===== config.mk =====
export PLATFORM = sky130hd
export DESIGN_NAME = imm_split_flat
export DESIGN_NICKNAME = d
export VERILOG_FILES = /design/src/rtl/imm_split_if.sv /design/src/rtl/imm_split.sv /design/src/flat_wrapper.sv
export SDC_FILE = /design/constraint.sdc
export NUM_CORES = 1
export LEC_CHECK = 0
export BUFFER_PORTS_ARGS = -buffer_cell sky130_fd_sc_hd__buf_2
export CORE_MARGIN = 1
export CORE_UTILIZATION = 49
export DETAILED_ROUTE_END_ITERATION = 8
export GPL_ROUTABILITY_DRIVEN = 1
export MAX_ROUTING_LAYER = met4
export PLACE_DENSITY = 0.76
export SLEW_MARGIN = 25
export SYNTH_ARGS = -nofsm -noshare
export SYNTH_HDL_FRONTEND = slang
export SYNTH_SLANG_ARGS = --single-unit

===== constraint.sdc =====
create_clock -name clk_i -period 1.9 [get_ports clk_i]
set_clock_uncertainty 0.15 [all_clocks]
set_input_delay 0.38 -clock clk_i [delete_from_list [all_inputs] [get_ports clk_i]]
set_output_delay 0.38 -clock clk_i [all_outputs]
set_load 0.05 [all_outputs]

===== src/rtl/imm_split_if.sv =====
// Stream bundle for imm_split: 32-bit constants in,
// 16-bit immediate fields out, valid/ready on both sides.
interface imm_split_if;
   logic [31:0] value_i;
   logic        valid_i;
   logic        ready_o;
   logic [15:0] data_o;
   logic [1:0]  kind_o;
   logic        last_o;
   logic        valid_o;
   logic        ready_i;

   modport slave (
      input  value_i, valid_i, ready_i,
      output ready_o, data_o, kind_o, last_o, valid_o
   );

   modport master (
      output value_i, valid_i, ready_i,
      input  ready_o, data_o, kind_o, last_o, valid_o
   );
endinterface


===== src/rtl/imm_split.sv =====
// Splits a 32-bit constant into SEXT, HI-only or HI+LO
// 16-bit immediate beats with registered outputs.
module imm_split #(
   parameter bit ZERO_LO_OPT = 1'b1
) (
   input  logic        clk_i,
   input  logic        rst_i,
   imm_split_if.slave  bus
);

   typedef enum logic [1:0] {
      IDLE,
      EMIT_ONE,
      EMIT_HI,
      EMIT_LO
   } state_e;

   localparam logic [1:0] K_SEXT = 2'b00;
   localparam logic [1:0] K_HI   = 2'b01;
   localparam logic [1:0] K_LO   = 2'b10;

   state_e      state_q;
   logic [31:0] value_q;
   logic [15:0] data_q;
   logic [1:0]  kind_q;
   logic        last_q;
   logic        valid_q;

   logic fits;
   logic lo_zero;

   assign fits    = bus.value_i[31:16] == {16{bus.value_i[15]}};
   assign lo_zero = bus.value_i[15:0] == 16'h0000;

   assign bus.ready_o = rst_i && (state_q == IDLE);
   assign bus.data_o  = data_q;
   assign bus.kind_o  = kind_q;
   assign bus.last_o  = last_q;
   assign bus.valid_o = valid_q;

   always_ff @(posedge clk_i or negedge rst_i) begin
      if (!rst_i) begin
         state_q <= IDLE;
         value_q <= 32'h0;
         data_q  <= 16'h0;
         kind_q  <= K_SEXT;
         last_q  <= 1'b0;
         valid_q <= 1'b0;
      end else begin
         unique case (state_q)
            IDLE: begin
               if (bus.valid_i) begin
                  value_q <= bus.value_i;
                  valid_q <= 1'b1;
                  if (fits) begin
                     state_q <= EMIT_ONE;
                     data_q  <= bus.value_i[15:0];
                     kind_q  <= K_SEXT;
                     last_q  <= 1'b1;
                  end else if (lo_zero && ZERO_LO_OPT) begin
                     state_q <= EMIT_ONE;
                     data_q  <= bus.value_i[31:16];
                     kind_q  <= K_HI;
                     last_q  <= 1'b1;
                  end else begin
                     state_q <= EMIT_HI;
                     data_q  <= bus.value_i[31:16];
                     kind_q  <= K_HI;
                     last_q  <= 1'b0;
                  end
               end
            end
            EMIT_HI: begin
               // held beat is refreshed from the holding register
               if (bus.ready_i) begin
                  state_q <= EMIT_LO;
                  data_q  <= value_q[15:0];
                  kind_q  <= K_LO;
                  last_q  <= 1'b1;
               end else begin
                  data_q  <= value_q[31:16];
               end
            end
            EMIT_ONE, EMIT_LO: begin
               if (bus.ready_i) begin
                  state_q <= IDLE;
                  valid_q <= 1'b0;
               end
            end
            default: state_q <= IDLE;
         endcase
      end
   end

endmodule

===== src/flat_wrapper.sv =====
// flat-port wrapper written by rule: the top's interface ports become plain ports
module imm_split_flat 
#(
   parameter bit ZERO_LO_OPT = 1'b1
)
  (clk_i, rst_i, bus_value_i, bus_valid_i, bus_ready_i, bus_ready_o, bus_data_o, bus_kind_o, bus_last_o, bus_valid_o);
  imm_split_if bus_i ();
  input  logic clk_i;
  input  logic rst_i;
  input wire logic [$bits(bus_i.value_i)-1:0] bus_value_i;
  input wire logic [$bits(bus_i.valid_i)-1:0] bus_valid_i;
  input wire logic [$bits(bus_i.ready_i)-1:0] bus_ready_i;
  output wire logic [$bits(bus_i.ready_o)-1:0] bus_ready_o;
  output wire logic [$bits(bus_i.data_o)-1:0] bus_data_o;
  output wire logic [$bits(bus_i.kind_o)-1:0] bus_kind_o;
  output wire logic [$bits(bus_i.last_o)-1:0] bus_last_o;
  output wire logic [$bits(bus_i.valid_o)-1:0] bus_valid_o;
  assign bus_i.value_i = bus_value_i;
  assign bus_i.valid_i = bus_valid_i;
  assign bus_i.ready_i = bus_ready_i;
  assign bus_ready_o = bus_i.ready_o;
  assign bus_data_o = bus_i.data_o;
  assign bus_kind_o = bus_i.kind_o;
  assign bus_last_o = bus_i.last_o;
  assign bus_valid_o = bus_i.valid_o;
  imm_split #(.ZERO_LO_OPT(ZERO_LO_OPT)) u_core (.clk_i(clk_i), .rst_i(rst_i), .bus(bus_i));
endmodule

# Word level (Yosys, flattened, before mapping)
# Index checks and enable logic that the tools add are counted.
[classes]
mux = 22
n_eq_ne = 7
reduce_logical = 11
[op_table]
columns = ["op", "n"]
rows = [
  ["$mux 16", 3],
  ["$pmux 16 s2", 1],
  ["$eq 16x16->1", 1],
  ["$logic_not 16->1", 1],
  ["$mux 2", 7],
  ["$reduce_and 3->1", 3],
  ["$mux 1", 7],
  ["$ne 2x2->1 const B", 3],
  ["$pmux 2 s3", 1],
  ["$eq 2x2->1 const B", 2],
  ["$pmux 1 s2", 2],
  ["$pmux 2 s2", 1],
  ["$reduce_and 2->1", 2],
  ["$reduce_bool 2->1", 2],
  ["$eq 2x1->1 const B", 1],
  ["$logic_not 2->1", 1],
  ["$reduce_or 2->1", 1],
  ["$logic_and 1x1->1", 1],
]
[word_totals]
wordCells = 46
out_inout_bits = 21
register_bits = 54
inputBits = 36

# Depth between registers and ports, before layout
# Gate-level depths: netlist of run 1.
[logic_depth]
ltp_word = 5
mapped_depth = 7
depth_no_buf = 5

# Worst setup path before layout of run 1
# No wires, ideal clock.
[synth_timing]
path_type = "register -> output"
from = "register u_core.state_q[1]"
to = "output port bus_ready_o"
path_buffers = 0
required_ns = 1.370
path_slack_ns = -0.208
path_stages_with_launch = 2
t_arrival_ns = 1.578
cell_sequence = "dfrtp_1 > nor3b_1"
[synth_between]
elab_chain_cells = 2
[synth_lines]
columns = ["element", "line", "text"]
rows = [
  ["start: declaration", "imm_split.sv:22", "state_e state_q;"],
  ["start signal: assignment", "imm_split.sv:43", "state_q <= IDLE;"],
  ["start signal: assignment", "imm_split.sv:56", "state_q <= EMIT_ONE;"],
  ["start signal: assignment", "imm_split.sv:61", "state_q <= EMIT_ONE;"],
  ["$logic_not 2->1", "imm_split.sv:35", "assign bus.ready_o = rst_i && (state_q == IDLE);"],
  ["$logic_and 1x1->1", "imm_split.sv:35", ""],
  ["end: declaration", "flat_wrapper.sv:13", "output wire logic [$bits(bus_i.ready_o)-1:0] bus_ready_o;"],
]
# Every way passes these cells.

# Worst setup path in the final report of run 1
[layout_timing]
from = "input port bus_value_i[20]"
to = "register u_core.data_q[6], in the netlist u_core.bus.data_o[6]"
[layout_between]
elab_chain_cells = 4
[layout_lines]
columns = ["element", "line", "text"]
rows = [
  ["start: declaration", "flat_wrapper.sv:10", "input wire logic [$bits(bus_i.value_i)-1:0] bus_value_i;"],
  ["$eq 16x16->1", "imm_split.sv:32", "assign fits = bus.value_i[31:16] == {16{bus.value_i[15]}};"],
  ["$mux 16", "imm_split.sv:55", "if (fits) begin"],
  ["$mux 16", "imm_split.sv:52", "if (bus.valid_i) begin"],
  ["$pmux 16 s2", "imm_split.sv:50", "unique case (state_q)"],
  ["end signal: assignment", "imm_split.sv:57", "data_q <= bus.value_i[15:0];"],
  ["end signal: assignment", "imm_split.sv:62", "data_q <= bus.value_i[31:16];"],
  ["end signal: assignment", "imm_split.sv:67", "data_q <= bus.value_i[31:16];"],
  ["end: declaration", "imm_split.sv:24", "logic [15:0] data_q;"],
]
# Every way passes these cells. The select of a mux whose other input is x is not followed.
# A chain may end at the register's enable or synchronous reset.

==> results.md, run 1 <==
* Post-Synth Adder-Cell Area at 0
* Initial cell density of the core at 0.509
* Detailed placement HPWL at 4710 µm
* Beginning of the critical path: bus_value_i[20]
* Largest family of logic cells by synthesized area: simple AND/OR/NAND/NOR gates
* Simple-gate share of the synthesized area at 0.243
* Final weighted congestion in routability-driven placement at 0.826
* Number of design rule violations left after detail routing at 0
* Worst relative slew slack at 0.548
* Maximum clock path buffer count at 2
* Final clock period utilization by the worst path at 0.983
* Number of nets produced by synthesis at 341
* Cells after Synth at 305
* Area delta synth->final at 25.1%
* Setup-violating endpoint count in the final report at 0
* First-pass GRT wire length at 11000 µm
* Top library cells by usage in the layout, fill and taps aside: sky130_fd_sc_hd__nand2_1, sky130_fd_sc_hd__buf_2, sky130_fd_sc_hd__dfrtp_1, sky130_fd_sc_hd__o21ai_0, sky130_fd_sc_hd__buf_4
* Synth Area in Compound Gates at 0.146
* Max stage delay on crit path at 0.54 ns
* Via count of the first global-routing pass at 2271
* Cell depth of the worst flop-to-flop path at 5
* Shortest period the worst path allows at 1.87 ns
* # H-tree levels at 2
* Clock tree from TritonCTS: built
* Crit path capture type: flip-flop
* Max-cap violations at 0
* # IOs at 57
* Reg clk slew, reported paths at 0.10 ns
* Multi-input gate area in the final layout at 1220 µm²
* Post-Synth XOR/XNOR Area at 0
* Post-layout instance area at 3280 µm²
* Worst reg2reg endpoint: u_core.bus.data_o[15]
* Crit start category: primary input
* Highest net fanout along the worst path at 8
* GRT Overall Usage at 0.274
* Switching power summed over all nets at 2610 µW
* Antenna violations before repair at 0
* Setup repair after global routing missed its margin: no
* Reg area at 1350 µm²
* Critical Path, Cell by Cell: buf_2, or4_4, nor4_4, o22ai_2, buf_6, mux2i_1, o21ai_0
* Largest net degree at the start of global routing at 55
* Number of hold buffers added after CTS at 0
* Ys flop type: sky130_fd_sc_hd__dfrtp_1
* Setup slack after placement at -0.443 ns
* Fraction of met2 tracks used by global routing at 0.433
* Register bit count reported by yosys at 54
* Count of different cell masters after synthesis at 30
* Worst ir drop on vdd at 1050 µV
* Busiest grt layer: met2
* Share of layout cells above drive strength 1 at 0.271
* Row Count at 26
* Multiplexer fraction of the synthesized cell area at 0.0573
* Crit Path Category: in -> reg
* Number of I/O port buffers at 56
* Count of antenna diodes in the layout at 0
* Type of the worst min-delay path: in -> async
* Net switching fraction of the power at 0.474
* Final global-route overflow total at 0
* Overall routed net length at 7050 µm
* Proportion of register bits with asynchronous set or reset after synthesis at 1.00
* Routed length per instance at 15.8 µm
* Status: finished clean
* Number of nets with antenna violations after detailed routing at 0
* Post-placement cell area at 3100 µm²
* Sink count of the clock tree at 54
* Fraction of the yosys area taken by sequential cells at 0.516
* Die Area at 5640 µm²
* Total count of max-transition violations in the final report at 0
* CP delay by family, top: simple AND/OR/NAND/NOR gates
* Overall via count from detail_route at 2539
* Sequential share of power at 0.366
* DRC violation total after the first TritonRoute iteration at 244
* CP bufs+invs at 2
* Data arrival time of the critical path at 1.91 ns
* Critical-path cell with the highest stage delay: sky130_fd_sc_hd__or4_4
* Number of warnings reported in the yosys synthesis log at 0
* Clock insertion delay at the later pin of the skew report at 0.31 ns
* Capture point of the worst path: u_core.bus.data_o[6]
* Stages on worst setup path at 7
* Synth Cell Area at 2620 µm²
* Internal power of the cells at 2900 µW
* Die extent in x at 75.1 µm
* Met1 capacity usage during global routing at 0.363
* Most common cell after layout, fill and taps aside: sky130_fd_sc_hd__nand2_1
* Total power density per cell area at 1680 nW/µm²
* Final hold slack at 0.0841 ns
* Part of the total power dissipated in combinational logic at 0.513
* Reg-to-reg startpoint: u_core.state_q[0]
* Post-DR vias/cell at 5.68
* Required time at the endpoint of the critical path at 1.94 ns
* Average cell area after synthesis at 8.59 µm²
* Number of synthesized flops with an enable pin at 0
* Vertical extent of the die at 75.1 µm
* Crit path setup slack, layout at 0.0318 ns
* Fill cell instance count of the final layout at 472
* Timing-limited maximum frequency at 535 MHz
* Leakage power summed over all cells at 0.00172 µW
* Global-route met3 utilization at 0.0495
* Number of nets in the layout at 412
* Transition time at the pin with the least slew margin at 0.677 ns
* Core area at 5140 µm²
* First-pass DRT Iterations at 6
* Clk pwr share at 0.121
* Final number of hold-violating endpoints at 0
* Total clock buffers created by CTS at 5
* Setup slack of the most critical reg-to-reg path at 0.11 ns
* Cell chosen for the clock root: sky130_fd_sc_hd__clkbuf_8
[registers in the layout, summed over array words and instances (netlist names)]
register and count:
u_core.state_q 2, u_core.bus.valid_o 1, u_core.bus.data_o 16, u_core.bus.last_o 1, u_core.bus.kind_o 2, u_core.value_q 32
[worst min path at each step]
stage                        from                    to  slack [ns]
2_1_floorplan               rst_i  u_core.bus.data_o[0]       -0.07
3_3_place_gp   u_core.value_q[19]    u_core.value_q[19]        0.29
3_5_place_dp   u_core.value_q[24]    u_core.value_q[24]        0.30
4_1_cts                     rst_i  u_core.bus.data_o[1]        0.10
5_1_grt                     rst_i  u_core.bus.data_o[1]        0.13
6_report                    rst_i  u_core.bus.data_o[3]        0.08
[synth_stat cells (all sizes together) (3+ instances only)]
cell | number | area (µm²)
nor4 | 6 | 43.8
nand4 | 3 | 18.8
a22oi | 15 | 113
buf | 6 | 47.5
nand2 | 124 | 465
mux2i | 15 | 150
dfrtp | 54 | 1350
o21ai | 45 | 225
clkbuf | 13 | 48.8
nand3 | 4 | 25.0
[cell type report]
cell class,instances,area share
Multi-Input combinational cell,231,0.372
Clock inverter,1,0.00153
Clock buffer,7,0.0264
Sequential cell,54,0.413
Inverter,1,0.00115
Timing Repair Buffer,83,0.159
Tap cell,70,0.0267
[power by group through the flow]
stage	registers (µW)	logic, µW	clock network, µW
after global placement	2020	2610	0
after detailed placement	2040	2700	0
final	2020	2830	665
after CTS	2030	2720	680
after floorplan	2730	1190	0
after global routing	2070	3100	718
[cells by family after synthesis]
family / Yosys count
AND/OR/NAND/NOR: 150
AO/OA/AOI/OAI: 66
flip-flops: 54
buffers and inverters: 20
multiplexers: 15
[per-layer routing]
metal,wire (µm),vias to the layer above
li1,-,1182
met4,70,0
met5,0,-
met1,2980,1234
met3,525,8
met2,3480,115
[per-stage QoR]
stage	util	power [µW]	TNS, ns	instances
2_1_floorplan	-	3920	-0.635	305
3_3_place_gp	0.603	4630	-5.03	436
3_5_place_dp	0.603	4750	-7.09	436
4_1_cts	0.624	5430	0	444
5_1_grt	0.637	5890	0	447
6_report	0.637	5510	0	447
[what timing repair did]
action,in CTS,in global routing
setup buffers,0,3
setup endpoints to repair,16,18
resized for setup,3,13
pin swaps,2,2
endpoints found under the hold margin,0,0
(Power assumes the default switching activity.)
==> run 2: changes to the inputs <==
--- a/config.mk
+++ b/config.mk
@@ -11,7 +11,7 @@
 export DETAILED_ROUTE_END_ITERATION = 8
 export GPL_ROUTABILITY_DRIVEN = 1
 export MAX_ROUTING_LAYER = met4
-export PLACE_DENSITY = 0.76
+export PLACE_DENSITY = 0.85
 export SLEW_MARGIN = 25
 export SYNTH_ARGS = -nofsm -noshare
 export SYNTH_HDL_FRONTEND = slang
==> run 2 against run 1 <==
Register-to-register slack about the same. Largest cell class unchanged. Clock power decreased by 7.2%. Final cell count decreased by 0.89%. First-iteration DRC count increased by 7.4%. Non-clock buffer count fell by 3. Sequential share of layout area rose by 0.80 points. Wire length is 3.2% lower. Highest routed layer unchanged.
==> results.md, run 2 (same netlist as run 1, synthesis figures left out) <==
* Status: finished clean (unchanged)
* Part of the total power dissipated in combinational logic at 0.510 (was 0.513)
* Clk pwr share at 0.114 (was 0.121)
* Required time at the endpoint of the critical path at 1.37 ns (was 1.94 ns)
* Routed length per instance at 15.4 µm (was 15.8 µm)
* Overall via count from detail_route at 2514 (was 2539)
* Setup-violating endpoint count in the final report at 0 (unchanged)
* Overall routed net length at 6830 µm (was 7050 µm)
* Placed instance count at 435 (was 436)
* Setup repair after global routing missed its margin: no (unchanged)
* Worst relative slew slack at 0.546 (was 0.548)
* Shortest period the worst path allows at 1.82 ns (was 1.87 ns)
* Initial cell density of the core at 0.509 (unchanged)
* Detailed placement HPWL at 4670 µm (was 4710 µm)
* Switching power summed over all nets at 2590 µW (was 2610 µW)
* Total power density per cell area at 1680 nW/µm² (about the same)
* First-pass DRT Iterations at 4 (was 6)
* Final hold slack at 0.105 ns (was 0.0841 ns)
* Post-route setup TNS at 0 ns (unchanged)
* Final global-route overflow total at 0 (unchanged)
* Most common cell after layout, fill and taps aside: sky130_fd_sc_hd__nand2_1 (unchanged)
* Die extent in x at 75.1 µm (unchanged)
* Sequential share of power at 0.375 (was 0.366)
* Core area at 5140 µm² (unchanged)
* Total count of max-transition violations in the final report at 0 (unchanged)
* Share of layout cells above drive strength 1 at 0.255 (was 0.271)
* Row Count at 26 (unchanged)
* Max-cap violations at 0 (unchanged)
* Cell chosen for the clock root: sky130_fd_sc_hd__clkbuf_8 (unchanged)
* Final number of hold-violating endpoints at 0 (unchanged)
* Crit start category: flip-flop (was primary input)
* First-pass GRT wire length at 11100 µm (was 11000 µm)
* Crit path capture type: output pin (was flip-flop)
* Maximum clock path buffer count at 2 (unchanged)
* # H-tree levels at 2 (unchanged)
* Final clock period utilization by the worst path at 0.958 (was 0.983)
* Reg area at 1350 µm² (about the same)
* Highest net fanout along the worst path at 4 (was 8)
* Multi-input gate area in the final layout at 1210 µm² (was 1220 µm²)
* Clock tree from TritonCTS: built (unchanged)
* Data arrival time of the critical path at 1.29 ns (was 1.91 ns)
* Leakage power summed over all cells at 0.00169 µW (was 0.00172 µW)
* Post-DR vias/cell at 5.67 (was 5.68)
* Most flop-heavy register: u_core.value_q (unchanged)
* Crit path setup slack, layout at 0.0806 ns (was 0.0318 ns)
* GRT Overall Usage at 0.275 (was 0.274)
* Timing-limited maximum frequency at 550 MHz (was 535 MHz)
* Die Area at 5640 µm² (unchanged)
* Number of nets in the layout at 409 (was 412)
* Internal power of the cells at 2820 µW (was 2900 µW)
* Antenna violations before repair at 0 (unchanged)
* Crit Path Category: reg -> out (was in -> reg)
* Clock insertion delay at the later pin of the skew report at 0.31 ns (about the same)
* Cell depth of the worst flop-to-flop path at 6 (was 5)
* Worst ir drop on vdd at 1510 µV (was 1050 µV)
* Number of design rule violations left after detail routing at 0 (unchanged)
* Setup slack after placement at -0.363 ns (was -0.443 ns)
* Area delta synth->final at 22.6% (was 25.1%)
* Vertical extent of the die at 75.1 µm (unchanged)
* Transition time at the pin with the least slew margin at 0.681 ns (was 0.677 ns)
* # IOs at 57 (unchanged)
* Final weighted congestion in routability-driven placement at 0.822 (was 0.826)
* Type of the worst min-delay path: in -> async (unchanged)
* Top library cells by usage in the layout, fill and taps aside: sky130_fd_sc_hd__nand2_1, sky130_fd_sc_hd__buf_2, sky130_fd_sc_hd__dfrtp_1, sky130_fd_sc_hd__o21ai_0, sky130_fd_sc_hd__buf_4 (unchanged)
* Net switching fraction of the power at 0.478 (was 0.474)
* Total clock buffers created by CTS at 5 (unchanged)
* Largest net degree at the start of global routing at 55 (unchanged)
* Via count of the first global-routing pass at 2440 (was 2271)
* Number of I/O port buffers at 56 (unchanged)
* Reg clk slew, reported paths at 0.09 ns (was 0.10 ns)
* Sink count of the clock tree at 54 (unchanged)
* Number of flip-flops in the largest register at 32 (unchanged)
* DRC violation total after the first TritonRoute iteration at 262 (was 244)
* Number of nets with antenna violations after detailed routing at 0 (unchanged)
* Count of antenna diodes in the layout at 0 (unchanged)
* Fin cells at 443 (was 447)
* Fill cell instance count of the final layout at 466 (was 472)
==> run 2: cell type report <==
class                           instances  area share
Sequential cell                        54       0.421
Multi-Input combinational cell        231       0.378
Timing Repair Buffer                   80       0.149
Tap cell                               70      0.0273
Clock buffer                            7      0.0238
Inverter                                1     0.00117
==> run 2: power groups by stage <==
stage	clock network, µW	registers [µW]	logic [µW]
final	617	2030	2760
after global routing	659	2090	3030
after CTS	614	2020	2710
after detailed placement	0	2040	2700
after global placement	0	2010	2610
after floorplan	0	2730	1190
==> run 2: per-stage QoR <==
stage,util,instance area (µm²),total power [µW]
detailed placement,0.602,3090,4740
global route,0.625,3210,5780
CTS,0.618,3180,5340
global placement,0.602,3090,4630
floorplan,-,2620,3920
finish,0.625,3210,5410
==> run 2: per-layer routing <==
metal / track usage / routed length (µm)
met3: 0.0562 / 532
met4: 0.0985 / 123
met1: 0.350 / 2870
met2: 0.435 / 3300
met5: - / 0
==> run 2: critical path, stage by stage (launching register included) <==
cell                       delay, ns
sky130_fd_sc_hd__dfrtp_1        0.43
sky130_fd_sc_hd__buf_4          0.16
sky130_fd_sc_hd__nor3b_2        0.15
sky130_fd_sc_hd__clkbuf_4       0.24
==> run 2: final timing paths <==
kind | from | end | slack [ns]
max reg2reg | u_core.state_q[1] | u_core.bus.data_o[14] | 0.11
min in group clk_i | bus_value_i[12] | u_core.value_q[12] | 0.15
min | rst_i | u_core.value_q[26] | 0.10
min reg2reg | u_core.value_q[27] | u_core.value_q[27] | 0.31
max in group asynchronous | rst_i | u_core.value_q[2] | 1.05
max | u_core.state_q[1] | bus_ready_o | 0.08
==> run 2: what timing repair did <==
item / CTS / global route
setup endpoints to repair: 16 / 17
resized for setup: 2 / 7
pin swaps: 0 / 2
hold buffers: 0 / 0
gates cloned: 0 / 0
setup buffers: 0 / 1
